`src/rtl/pico_axi_wr_arbiter.sv`:
```
// ---------------------------------------------------------------------------
// pico_axi_wr_arbiter
//
// Purpose:
//   Shares one AXI write port (AW + W) between two requesters, s0 and s1.
//   AW requests are granted round-robin into a registered output stage.
//   The index of every granted port is pushed into a small order FIFO, and
//   the W channel is routed combinationally from the port at the FIFO head.
//   W bursts therefore leave in exactly the order their AWs were granted.
//
// Ports:
//   aclk, areset          clock (rising edge), asynchronous active-high reset
//   s0_axi_aw*, s1_axi_aw* AW channel of requester 0 / 1 (awready is comb.)
//   s0_axi_w*,  s1_axi_w*  W channel of requester 0 / 1 (wready is comb.)
//   m_axi_aw*             registered AW channel towards the slave
//   m_axi_w*              W channel towards the slave, muxed from FIFO head
//   order_count           number of granted AWs whose W burst is not done
//   idle                  no outstanding work and no pending AW request
// ---------------------------------------------------------------------------
module pico_axi_wr_arbiter #(
    parameter int C_AXI_ID_WIDTH   = 8,
    parameter int C_AXI_ADDR_WIDTH = 32,
    parameter int C_AXI_DATA_WIDTH = 128,
    parameter int ORDER_DEPTH      = 4,
    parameter int LOG_ORDER_DEPTH  = 2
) (
    input  logic                            aclk,
    input  logic                            areset,

    input  logic                            s0_axi_awvalid,
    output logic                            s0_axi_awready,
    input  logic [C_AXI_ID_WIDTH-1:0]       s0_axi_awid,
    input  logic [C_AXI_ADDR_WIDTH-1:0]     s0_axi_awaddr,
    input  logic [7:0]                      s0_axi_awlen,
    input  logic [2:0]                      s0_axi_awsize,
    input  logic [1:0]                      s0_axi_awburst,
    input  logic [C_AXI_DATA_WIDTH-1:0]     s0_axi_wdata,
    input  logic [C_AXI_DATA_WIDTH/8-1:0]   s0_axi_wstrb,
    input  logic                            s0_axi_wlast,
    input  logic                            s0_axi_wvalid,
    output logic                            s0_axi_wready,

    input  logic                            s1_axi_awvalid,
    output logic                            s1_axi_awready,
    input  logic [C_AXI_ID_WIDTH-1:0]       s1_axi_awid,
    input  logic [C_AXI_ADDR_WIDTH-1:0]     s1_axi_awaddr,
    input  logic [7:0]                      s1_axi_awlen,
    input  logic [2:0]                      s1_axi_awsize,
    input  logic [1:0]                      s1_axi_awburst,
    input  logic [C_AXI_DATA_WIDTH-1:0]     s1_axi_wdata,
    input  logic [C_AXI_DATA_WIDTH/8-1:0]   s1_axi_wstrb,
    input  logic                            s1_axi_wlast,
    input  logic                            s1_axi_wvalid,
    output logic                            s1_axi_wready,

    output logic                            m_axi_awvalid,
    input  logic                            m_axi_awready,
    output logic [C_AXI_ID_WIDTH-1:0]       m_axi_awid,
    output logic [C_AXI_ADDR_WIDTH-1:0]     m_axi_awaddr,
    output logic [7:0]                      m_axi_awlen,
    output logic [2:0]                      m_axi_awsize,
    output logic [1:0]                      m_axi_awburst,
    output logic [C_AXI_DATA_WIDTH-1:0]     m_axi_wdata,
    output logic [C_AXI_DATA_WIDTH/8-1:0]   m_axi_wstrb,
    output logic                            m_axi_wlast,
    output logic                            m_axi_wvalid,
    input  logic                            m_axi_wready,

    output logic [LOG_ORDER_DEPTH:0]        order_count,
    output logic                            idle
);

    localparam int SW = C_AXI_DATA_WIDTH / 8;
    localparam logic [LOG_ORDER_DEPTH:0]   L_DEPTH   = (LOG_ORDER_DEPTH+1)'(ORDER_DEPTH);
    localparam logic [LOG_ORDER_DEPTH:0]   L_CNT_ONE = (LOG_ORDER_DEPTH+1)'(1);
    localparam logic [LOG_ORDER_DEPTH:0]   L_CNT_ZERO = (LOG_ORDER_DEPTH+1)'(0);
    localparam logic [LOG_ORDER_DEPTH-1:0] L_PTR_ONE = LOG_ORDER_DEPTH'(1);

    // Registered AW stage
    logic                           r_awvalid;
    logic [C_AXI_ID_WIDTH-1:0]      r_awid;
    logic [C_AXI_ADDR_WIDTH-1:0]    r_awaddr;
    logic [7:0]                     r_awlen;
    logic [2:0]                     r_awsize;
    logic [1:0]                     r_awburst;
    logic                           r_last_grant;

    // Order FIFO: one bit per entry holding the granted port index
    logic [ORDER_DEPTH-1:0]         r_order;
    logic [LOG_ORDER_DEPTH-1:0]     r_wr_ptr;
    logic [LOG_ORDER_DEPTH-1:0]     r_rd_ptr;
    logic [LOG_ORDER_DEPTH:0]       r_count;

    logic                           w_slot_free;
    logic                           w_grant_en;
    logic                           w_grant0;
    logic                           w_grant1;
    logic                           w_grant;
    logic                           w_empty;
    logic                           w_head;
    logic                           w_pop;

    // Space is judged on the registered count only, so a pop this cycle
    // does not open room for a grant this cycle.
    assign w_slot_free = ~r_awvalid | m_axi_awready;
    assign w_grant_en  = w_slot_free & (r_count < L_DEPTH);
    assign w_grant     = w_grant0 | w_grant1;
    assign w_empty     = (r_count == L_CNT_ZERO);
    assign w_head      = r_order[r_rd_ptr];
    assign w_pop       = m_axi_wvalid & m_axi_wready & m_axi_wlast;

    // Round-robin grant: a lone requester wins; on contention the port that
    // did not win last time wins now.
    always_comb begin
        w_grant0 = 1'b0;
        w_grant1 = 1'b0;
        if (w_grant_en) begin
            case ({s1_axi_awvalid, s0_axi_awvalid})
                2'b01:   w_grant0 = 1'b1;
                2'b10:   w_grant1 = 1'b1;
                2'b11: begin
                    if (r_last_grant) begin
                        w_grant0 = 1'b1;
                    end else begin
                        w_grant1 = 1'b1;
                    end
                end
                default: begin
                    w_grant0 = 1'b0;
                    w_grant1 = 1'b0;
                end
            endcase
        end else begin
            w_grant0 = 1'b0;
            w_grant1 = 1'b0;
        end
    end

    assign s0_axi_awready = w_grant0;
    assign s1_axi_awready = w_grant1;

    // W channel steering from the port at the order FIFO head
    always_comb begin
        m_axi_wvalid  = 1'b0;
        m_axi_wdata   = {C_AXI_DATA_WIDTH{1'b0}};
        m_axi_wstrb   = {SW{1'b0}};
        m_axi_wlast   = 1'b0;
        s0_axi_wready = 1'b0;
        s1_axi_wready = 1'b0;
        if (!w_empty) begin
            case (w_head)
                1'b0: begin
                    m_axi_wvalid  = s0_axi_wvalid;
                    m_axi_wdata   = s0_axi_wdata;
                    m_axi_wstrb   = s0_axi_wstrb;
                    m_axi_wlast   = s0_axi_wlast;
                    s0_axi_wready = m_axi_wready;
                end
                1'b1: begin
                    m_axi_wvalid  = s1_axi_wvalid;
                    m_axi_wdata   = s1_axi_wdata;
                    m_axi_wstrb   = s1_axi_wstrb;
                    m_axi_wlast   = s1_axi_wlast;
                    s1_axi_wready = m_axi_wready;
                end
                default: begin
                    m_axi_wvalid  = 1'b0;
                end
            endcase
        end else begin
            m_axi_wvalid = 1'b0;
        end
    end

    // AW output register: load on grant, drop valid once accepted
    always_ff @(posedge aclk or posedge areset) begin
        if (areset) begin
            r_awvalid    <= 1'b0;
            r_awid       <= {C_AXI_ID_WIDTH{1'b0}};
            r_awaddr     <= {C_AXI_ADDR_WIDTH{1'b0}};
            r_awlen      <= 8'd0;
            r_awsize     <= 3'd0;
            r_awburst    <= 2'd0;
            r_last_grant <= 1'b1;
        end else if (w_grant) begin
            r_awvalid    <= 1'b1;
            r_awid       <= w_grant1 ? s1_axi_awid    : s0_axi_awid;
            r_awaddr     <= w_grant1 ? s1_axi_awaddr  : s0_axi_awaddr;
            r_awlen      <= w_grant1 ? s1_axi_awlen   : s0_axi_awlen;
            r_awsize     <= w_grant1 ? s1_axi_awsize  : s0_axi_awsize;
            r_awburst    <= w_grant1 ? s1_axi_awburst : s0_axi_awburst;
            r_last_grant <= w_grant1;
        end else if (m_axi_awready) begin
            r_awvalid    <= 1'b0;
        end else begin
            r_awvalid    <= r_awvalid;
        end
    end

    // Order FIFO: push granted index, pop on the last W beat of the head burst
    always_ff @(posedge aclk or posedge areset) begin
        if (areset) begin
            r_order  <= {ORDER_DEPTH{1'b0}};
            r_wr_ptr <= {LOG_ORDER_DEPTH{1'b0}};
            r_rd_ptr <= {LOG_ORDER_DEPTH{1'b0}};
            r_count  <= L_CNT_ZERO;
        end else begin
            if (w_grant) begin
                r_order[r_wr_ptr] <= w_grant1;
                r_wr_ptr          <= r_wr_ptr + L_PTR_ONE;
            end
            if (w_pop) begin
                r_rd_ptr <= r_rd_ptr + L_PTR_ONE;
            end
            case ({w_grant, w_pop})
                2'b10:   r_count <= r_count + L_CNT_ONE;
                2'b01:   r_count <= r_count - L_CNT_ONE;
                default: r_count <= r_count;
            endcase
        end
    end

    assign m_axi_awvalid = r_awvalid;
    assign m_axi_awid    = r_awid;
    assign m_axi_awaddr  = r_awaddr;
    assign m_axi_awlen   = r_awlen;
    assign m_axi_awsize  = r_awsize;
    assign m_axi_awburst = r_awburst;
    assign order_count   = r_count;
    assign idle          = w_empty & ~r_awvalid & ~s0_axi_awvalid & ~s1_axi_awvalid;

endmodule

```
`config.mk`:
```
export PLATFORM = sky130hd
export DESIGN_NAME = pico_axi_wr_arbiter
export DESIGN_NICKNAME = d
export VERILOG_FILES = /design/src/rtl/pico_axi_wr_arbiter.sv
export SDC_FILE = /design/constraint.sdc
export NUM_CORES = 1
export LEC_CHECK = 0
export ABC_CLOCK_PERIOD_IN_PS = 2600
export BUFFER_PORTS_ARGS = -buffer_cell sky130_fd_sc_hd__buf_2
export CAP_MARGIN = 10
export CORE_AREA = 4 4 235 237
export CTS_BUF_LIST = sky130_fd_sc_hd__clkbuf_8
export CTS_CLUSTER_DIAMETER = 80
export DETAILED_ROUTE_END_ITERATION = 12
export DIE_AREA = 0 0 239 241
export GPL_ROUTABILITY_DRIVEN = 0
export PLACE_DENSITY = 0.35
export SLEW_MARGIN = 15
export SYNTH_ARGS = -nofsm -noshare
export SYNTH_HDL_FRONTEND = slang
export SYNTH_SLANG_ARGS = --single-unit
```
`constraint.sdc`:
```
create_clock -name aclk -period 2.6 [get_ports aclk]
set_input_delay 0.26 -clock aclk [delete_from_list [all_inputs] [get_ports aclk]]
set_output_delay 0.26 -clock aclk [all_outputs]
set_load 0.02 [all_outputs]
```
==> out/metrics.csv, run 1 <==
metric,value,unit
post-synth top area share,30.45,%
Pleak,4.964,nW
Die W,239,um
top_reg_cell synth,dfrtp_1,
Logic pwr share,81.6,%
Vias,7790,
final WL,39270,um
Critical Path RT,2340,ps
Top-Level Pins,612,
flop-to-flop setup slack,150,ps
Crit Path Class,reg -> out,
fraction of registers with async set or reset after synthesis,100.0,%
Post-DP HPWL,33520,um
Hold Crit Start,s1_axi_awaddr[25],
"Area growth, synth to finish",78.29,%
FILL cells,6281,
Worst setup EP type,output port,
Hold EP,m_axi_awaddr[25],
critical path cell sequence,mux4_4 -> buf_6 -> clkbuf_16 -> nand2_1 -> a21oi_1 -> buf_2,
Mapped Area,5341,um^2
Crit path largest cell delay,660,ps
Die Span Y,241,um
DRC,0,
first-pass iteration count of the detailed router,6,
IO buf count,611,
Routed WL per cell,18.77,um
Clock Power Share,5.6,%
"EDFF count, synth",0,
most common cell in the netlist,nand2_1,
gr usage total,12.05,%
fmax,0.3988,GHz
Sink Count,66,
"antenna viol nets, final",0,
Syn Nets,1197,
core area,53280,um^2
initial antenna violation count,40,
sequential power share,12.7,%
Pint,0.006208,W
cells after synthesis,787,
clock latency on the worst-skew pair,370,ps
die area,57600,um^2
Final Critical Period,2507,ps
largest net degree at the start of global routing,113,
CP Max Fanout,45,
Sw Pwr,0.009002,W
hold path cells,3,
worst hold path type,in -> reg,
Final period util,96.44,%
Synth area leaders,"dfrtp_1, nand2_1, a21oi_1",
remaining global-route overflow,0,
Final Max Slew Viols,0,
Reg2Reg Depth,10,
nature of the critical path startpoint,flip-flop,
placed insts,2056,
number of hold violations in the final report,0,
post-synthesis cell type count,29,
CTS root buf,clkbuf_8,
vias per cell,3.724,
CTS max path bufs,2,
Syn. warnings,0,
sequential-to-total area share from yosys stat,30.94,%
hold slack,91.10,ps
"flops & latches, synth",66,
vias in the first global route,7577,
worst r2r src,r_order[3],
row count,85,
Reg-to-Reg End,order_count[2],
share of layout cells above drive strength 1,49.67,%
first-pass GRT wire length,51140,um
RSZ-0062 raised after global routing,false,
most frequent cells after synthesis,"nand2_1, a21oi_1, dfrtp_1",
"Avg Cell Area, Syn",6.787,um^2
Slew @ Worst Pin,487.6,ps
Clock Skews,9.905,ps
final non-filler cell total,2092,
initial core utilization,10.02,%
power per cell area,1597,nW/um^2
Max-slew headroom,67.49,%
Synth area leader,dfrtp_1,
1st-iter DRT viols,309,
crit path max-delay cell type,mux4_4,
"Arr. time, crit path",2250,ps
Clock transition at path regs,80,ps
final setup violation count,0,
TritonCTS clock tree,yes,
Num CTS Buffers,9,
status,finished clean,
nets@finish,1788,
H-tree Lvls,3,
switching share of power,59.18,%
# Max-Cap Violations,0,
Peak VDD IR,0.5696,mV
post-layout util,17.87,%
-- state kept, by name (all words and copies together) (netlist names) --
register       count
r_last_grant       1
m_axi_awid         8
m_axi_awsize       3
m_axi_awburst      2
r_rd_ptr           2
m_axi_awvalid      1
order_count        3
r_wr_ptr           2
m_axi_awaddr      32
r_order            4
m_axi_awlen        8
-- per-stage QoR --
| step | setup slack [ps] | total power (W) | area [um^2] | setup TNS, ps |
|---|---|---|---|---|
| global placement | 72.32 | 0.01412 | 9161 | 0 |
| global route | 2.026 | 0.01644 | 9513 | 0 |
| CTS | -5.805 | 0.01515 | 9400 | -5.805 |
| detailed placement | 148.8 | 0.01409 | 9161 | 0 |
| finish | 92.51 | 0.01521 | 9523 | 0 |
| floorplan | 231.5 | 0.009865 | 5341 | 0 |
-- routing by layer --
layer	wire (um)	global-route usage, %	vias to the layer above
met5	60	0	-
met1	14350	13.29	3501
met4	1296	4.425	10
met3	3853	4.274	77
met2	19700	21.41	415
li1	-	-	3787
-- cell usage in the layout (no fill, tap or decap), types with 2 or more instances in the layout --
cell and count:
diode_2 13, a22o_1 4, ha_1 4, xnor2_1 2, nand2b_1 2, buf_12 7, nand2_1 348, o21ai_0 49
buf_4 25, a21oi_1 143, a21oi_2 3, mux2i_2 2, a31oi_1 2, mux2i_1 55, nand2_2 5, o21ai_1 4
xor2_1 3, inv_1 7, and4b_4 2, mux2_2 2, clkbuf_8 9, dfrtp_1 64, clkinv_2 4, nor2_1 5
buf_2 611
-- cell type report --
class | count | area, um^2 | share of cell area, %
Inverter | 7 | 26.28 | 0.2759
Multi-Input combinational cell | 647 | 3294 | 34.59
Sequential cell | 66 | 1654 | 17.37
Clock inverter | 7 | 61.31 | 0.6438
Clock buffer | 9 | 123.9 | 1.301
Tap cell | 696 | 870.8 | 9.145
Antenna cell | 13 | 32.53 | 0.3416
Timing Repair Buffer | 647 | 3460 | 36.33
-- worst max path at each step --
stage	start	to	slack, ps	depth (start not counted)
final	r_order[3]	m_axi_wdata[37]	90	6
after global routing	r_order[3]	m_axi_wdata[41]	2	6
after CTS	r_order[1]	m_axi_wstrb[6]	-6	6
after detailed placement	r_order[0]	order_count[2]	150	10
after global placement	r_rd_ptr[0]	order_count[2]	70	10
after floorplan	r_rd_ptr[0]	order_count[2]	230	11
-- power by group through the flow --
stage | clock, W | sequential (W) | combinational [W]
CTS | 0.000919 | 0.00194 | 0.0123
global placement | 0 | 0.00196 | 0.0122
global route | 0.000953 | 0.00200 | 0.0135
detailed placement | 0 | 0.00193 | 0.0122
finish | 0.000858 | 0.00193 | 0.0124
floorplan | 0 | 0.00240 | 0.00746
-- worst max-delay path, delay by kind of cell, from the launching register on --
kind	cells	cell delay (ps)
compound gates	1	90
mux	1	660
buf+inv	3	600
simple gates	1	120
flops	1	410
-- repair_timing --
item	in CTS	in global routing
endpoints found under the setup margin	41	57
pin swaps	0	2
hold buffers	1	0
cloned	0	1
buffers inserted	2	3
gates resized for setup	8	14
endpoints found under the hold margin	12	0
-- kinds of logic (layout without fill, tap and decap cells) --
logic type / Yosys count / after routing / synth area share [%]
and+or+nand+nor: 369 / 369 / 26.68
AOI/OAI and AO/OA: 206 / 206 / 19.68
buffers and inverters: 74 / 670 / 8.597
DFF: 66 / 66 / 30.94
muxes: 61 / 61 / 11.74
adders and majority gates: 6 / 6 / 1.546
xor gates and xnor gates: 5 / 5 / 0.8200
other: 0 / 13 / 0
No activity file was read; power rests on OpenSTA's default activity.
==> run 2: changes to the inputs <==
Settings changed: ABC_CLOCK_PERIOD_IN_PS 2600 to 2050, CORE_AREA 4 4 235 237 to 4 4 239 241, DIE_AREA 0 0 239 241 to 0 0 243 245.
Clock period 2.6 ns to 2.05 ns, I/O delays scaled along.
==> run 2 against run 1 <==
The flow now finishes with violations (negative setup slack); critical path depth is 3 higher; global-route usage grew 1.1 points; sequential power rose by 25%; highest routed layer unchanged; largest cell class unchanged; total power rose by 74%; count of clock-buffer cells in the layout is the same; die area rose by 3.4%; sequential share of layout area shrank 3.5 points; clock skew grew 4.0 ps; clock power increased by 11%; routed wire length rose by 13%; critical endpoint is now m_axi_wdata[88].
==> out/metrics.csv, run 2 (same netlist as run 1, synthesis figures left out) <==
metric,value,unit,change
"Area growth, synth to finish",122.9,%,
fmax,0.4103,GHz,
final setup violation count,151,,+151
Worst setup EP type,output port,,
Vias,8333,,+7.0%
final WL,44500,um,+13%
remaining global-route overflow,0,,unchanged
Max-slew headroom,70.13,%,+2.6 points
CTS max path bufs,2,,unchanged
"Arr. time, crit path",2230,ps,-20 ps
CP Buf/Inv Count,5,,+2
switching share of power,53.53,%,-5.7 points
violated checks,negative setup slack,,
Final period util,118.9,%,
RSZ-0062 raised after global routing,true,,
final setup TNS,-48090,ps,"-48,090 ps"
# Max-Cap Violations,0,,unchanged
flop-to-flop setup slack,-330,ps,-480 ps
sequential power share,9.1,%,-3.6 points
die area,59540,um^2,+3.4%
vias per cell,3.826,,+2.7%
crit path max-delay cell type,dfrtp_1,,
"antenna viol nets, final",0,,unchanged
Crit Path Class,reg -> out,,
1st-iter DRT viols,317,,+2.6%
initial core utilization,9.733,%,-0.29 points
Pleak,5.861,nW,+18%
CP Max Fanout,5,,-89%
Logic pwr share,87.3,%,+5.7 points
row count,86,,+1.2%
initial antenna violation count,33,,-18%
CP Launch Point,r_rd_ptr[1],,
Num CTS Buffers,9,,unchanged
Final WS setup,-387.2,ps,-479.7 ps
Final Max Slew Viols,0,,unchanged
clock latency on the worst-skew pair,370,ps,about the same
Clock Skews,13.90,ps,+4.000 ps
Die Span Y,245,um,+1.7%
worst hold path type,in -> reg,,
"most common cell after layout, fill and taps aside",buf_2,,
Clock transition at path regs,80,ps,about the same
share of layout cells above drive strength 1,60.23,%,+11 points
nature of the critical path startpoint,flip-flop,,
Pint,0.01233,W,+99%
Critical Path RT,1850,ps,-490 ps
gr usage total,13.18,%,+1.1 points
Top-Level Pins,612,,unchanged
most frequent cells in the layout,"buf_2, nand2_1, buf_4, a21oi_1, dfrtp_1",,
largest net degree at the start of global routing,113,,unchanged
Peak VDD IR,0.8352,mV,+47%
CTS root buf,clkbuf_8,,
FILL cells,6205,,-1.2%
power per cell area,2229,nW/um^2,+40%
Post-DP HPWL,32870,um,-1.9%
DRC,0,,unchanged
total power draw,0.02654,W,+74%
Routed WL per cell,20.43,um,+8.8%
Die W,243,um,+1.7%
core area,54880,um^2,+3.0%
most used cell along the critical path,buf_6,,
first-pass GRT wire length,57680,um,+13%
status,"finished, violations left",,
critical path cell sequence,buf_6 -> mux2i_4 -> mux2_4 -> buf_12 -> buf_16 -> buf_8 -> nand2_4 -> a21oi_2 -> buf_6,,
nets@finish,1866,,+4.4%
Slew @ Worst Pin,447.5,ps,-40.16 ps
Crit path largest cell delay,380,ps,-280 ps
max reg flops,32,,unchanged
first-pass iteration count of the detailed router,5,,-1
number of hold violations in the final report,0,,unchanged
TritonCTS clock tree,yes,,
Sink Count,66,,unchanged
Hold Crit Start,s1_axi_awid[1],,
IO buf count,611,,unchanged
Sw Pwr,0.01421,W,+58%
Clock Power Share,3.6,%,-2.0 points
Final Critical Period,2437,ps,
H-tree Lvls,3,,unchanged
vias in the first global route,8216,,+8.4%
CP top delay family,buffers and inverters,,
worst r2r src,r_rd_ptr[0],,
run 2: timing repair:
item,CTS,global route
hold buffers,26,0
gates resized for setup,142,269
buffers inserted,8,7
endpoints found under the hold margin,37,0
endpoints found under the setup margin,153,154
cloned,8,11
pin swaps,13,75
run 2: layer usage:
layer / vias to the layer above / wire, um / part of all wire [%] / track usage, %
met3: 92 / 3397 / 7.6 / 3.976
met4: 6 / 1829 / 4.1 / 6.094
met1: 3822 / 17000 / 38 / 15.17
li1: 3950 / - / - / -
met2: 463 / 22230 / 50 / 22.49
met5: - / 41 / 0.092 / 0
run 2: path summary, 6_finish.rpt:
path,cells after the start,to
max,9,m_axi_wdata[88]
min,3,m_axi_awid[1]
max reg2reg,10,order_count[2]
min reg2reg,2,r_last_grant
max in group asynchronous,4,r_last_grant
min in group asynchronous,3,m_axi_awsize[0]
run 2: final cells by class:
class | instances | area [um^2] | share of cell area (%)
repair buffers | 725 | 5039 | 42.32
clock buffers | 9 | 123.9 | 1.040
inverters | 7 | 26.28 | 0.2207
well taps | 704 | 880.8 | 7.399
clock inverters | 7 | 32.53 | 0.2733
diodes | 13 | 32.53 | 0.2733
flip-flops and latches | 66 | 1653 | 13.88
multi-input cells | 647 | 4118 | 34.59
run 2: power groups by stage:
stage | registers, W | logic (W) | clock network, W
floorplan | 0.00305 | 0.00949 | 0
global placement | 0.00245 | 0.0160 | 0
detailed placement | 0.00241 | 0.0160 | 0
CTS | 0.00242 | 0.0194 | 0.00104
global route | 0.00251 | 0.0246 | 0.00107
finish | 0.00242 | 0.0232 | 0.000951
run 2: worst register-to-register path, cell delays in order (launching register included):
cell     delay, ps
dfrtp_1        380
mux4_4         690
buf_12         200
a31oi_4        210
nor2_4          50
ha_4           160
inv_2           50
fa_2           180
xor2_1         150
nor2_1          70
xor2_1         130
run 2: through the flow:
stage	hold WS (ps)	std cells	utilization (%)	worst slack, ps	area (um^2)
floorplan	321.8	787	-	-281.0	5350
global placement	245.2	2091	17.11	-363.4	9392
detailed placement	245.2	2091	17.11	-328.2	9392
CTS	0.1689	2149	19.22	-395.2	10550
global route	19.23	2176	21.68	-506.6	11900
finish	42.48	2178	21.69	-387.2	11910
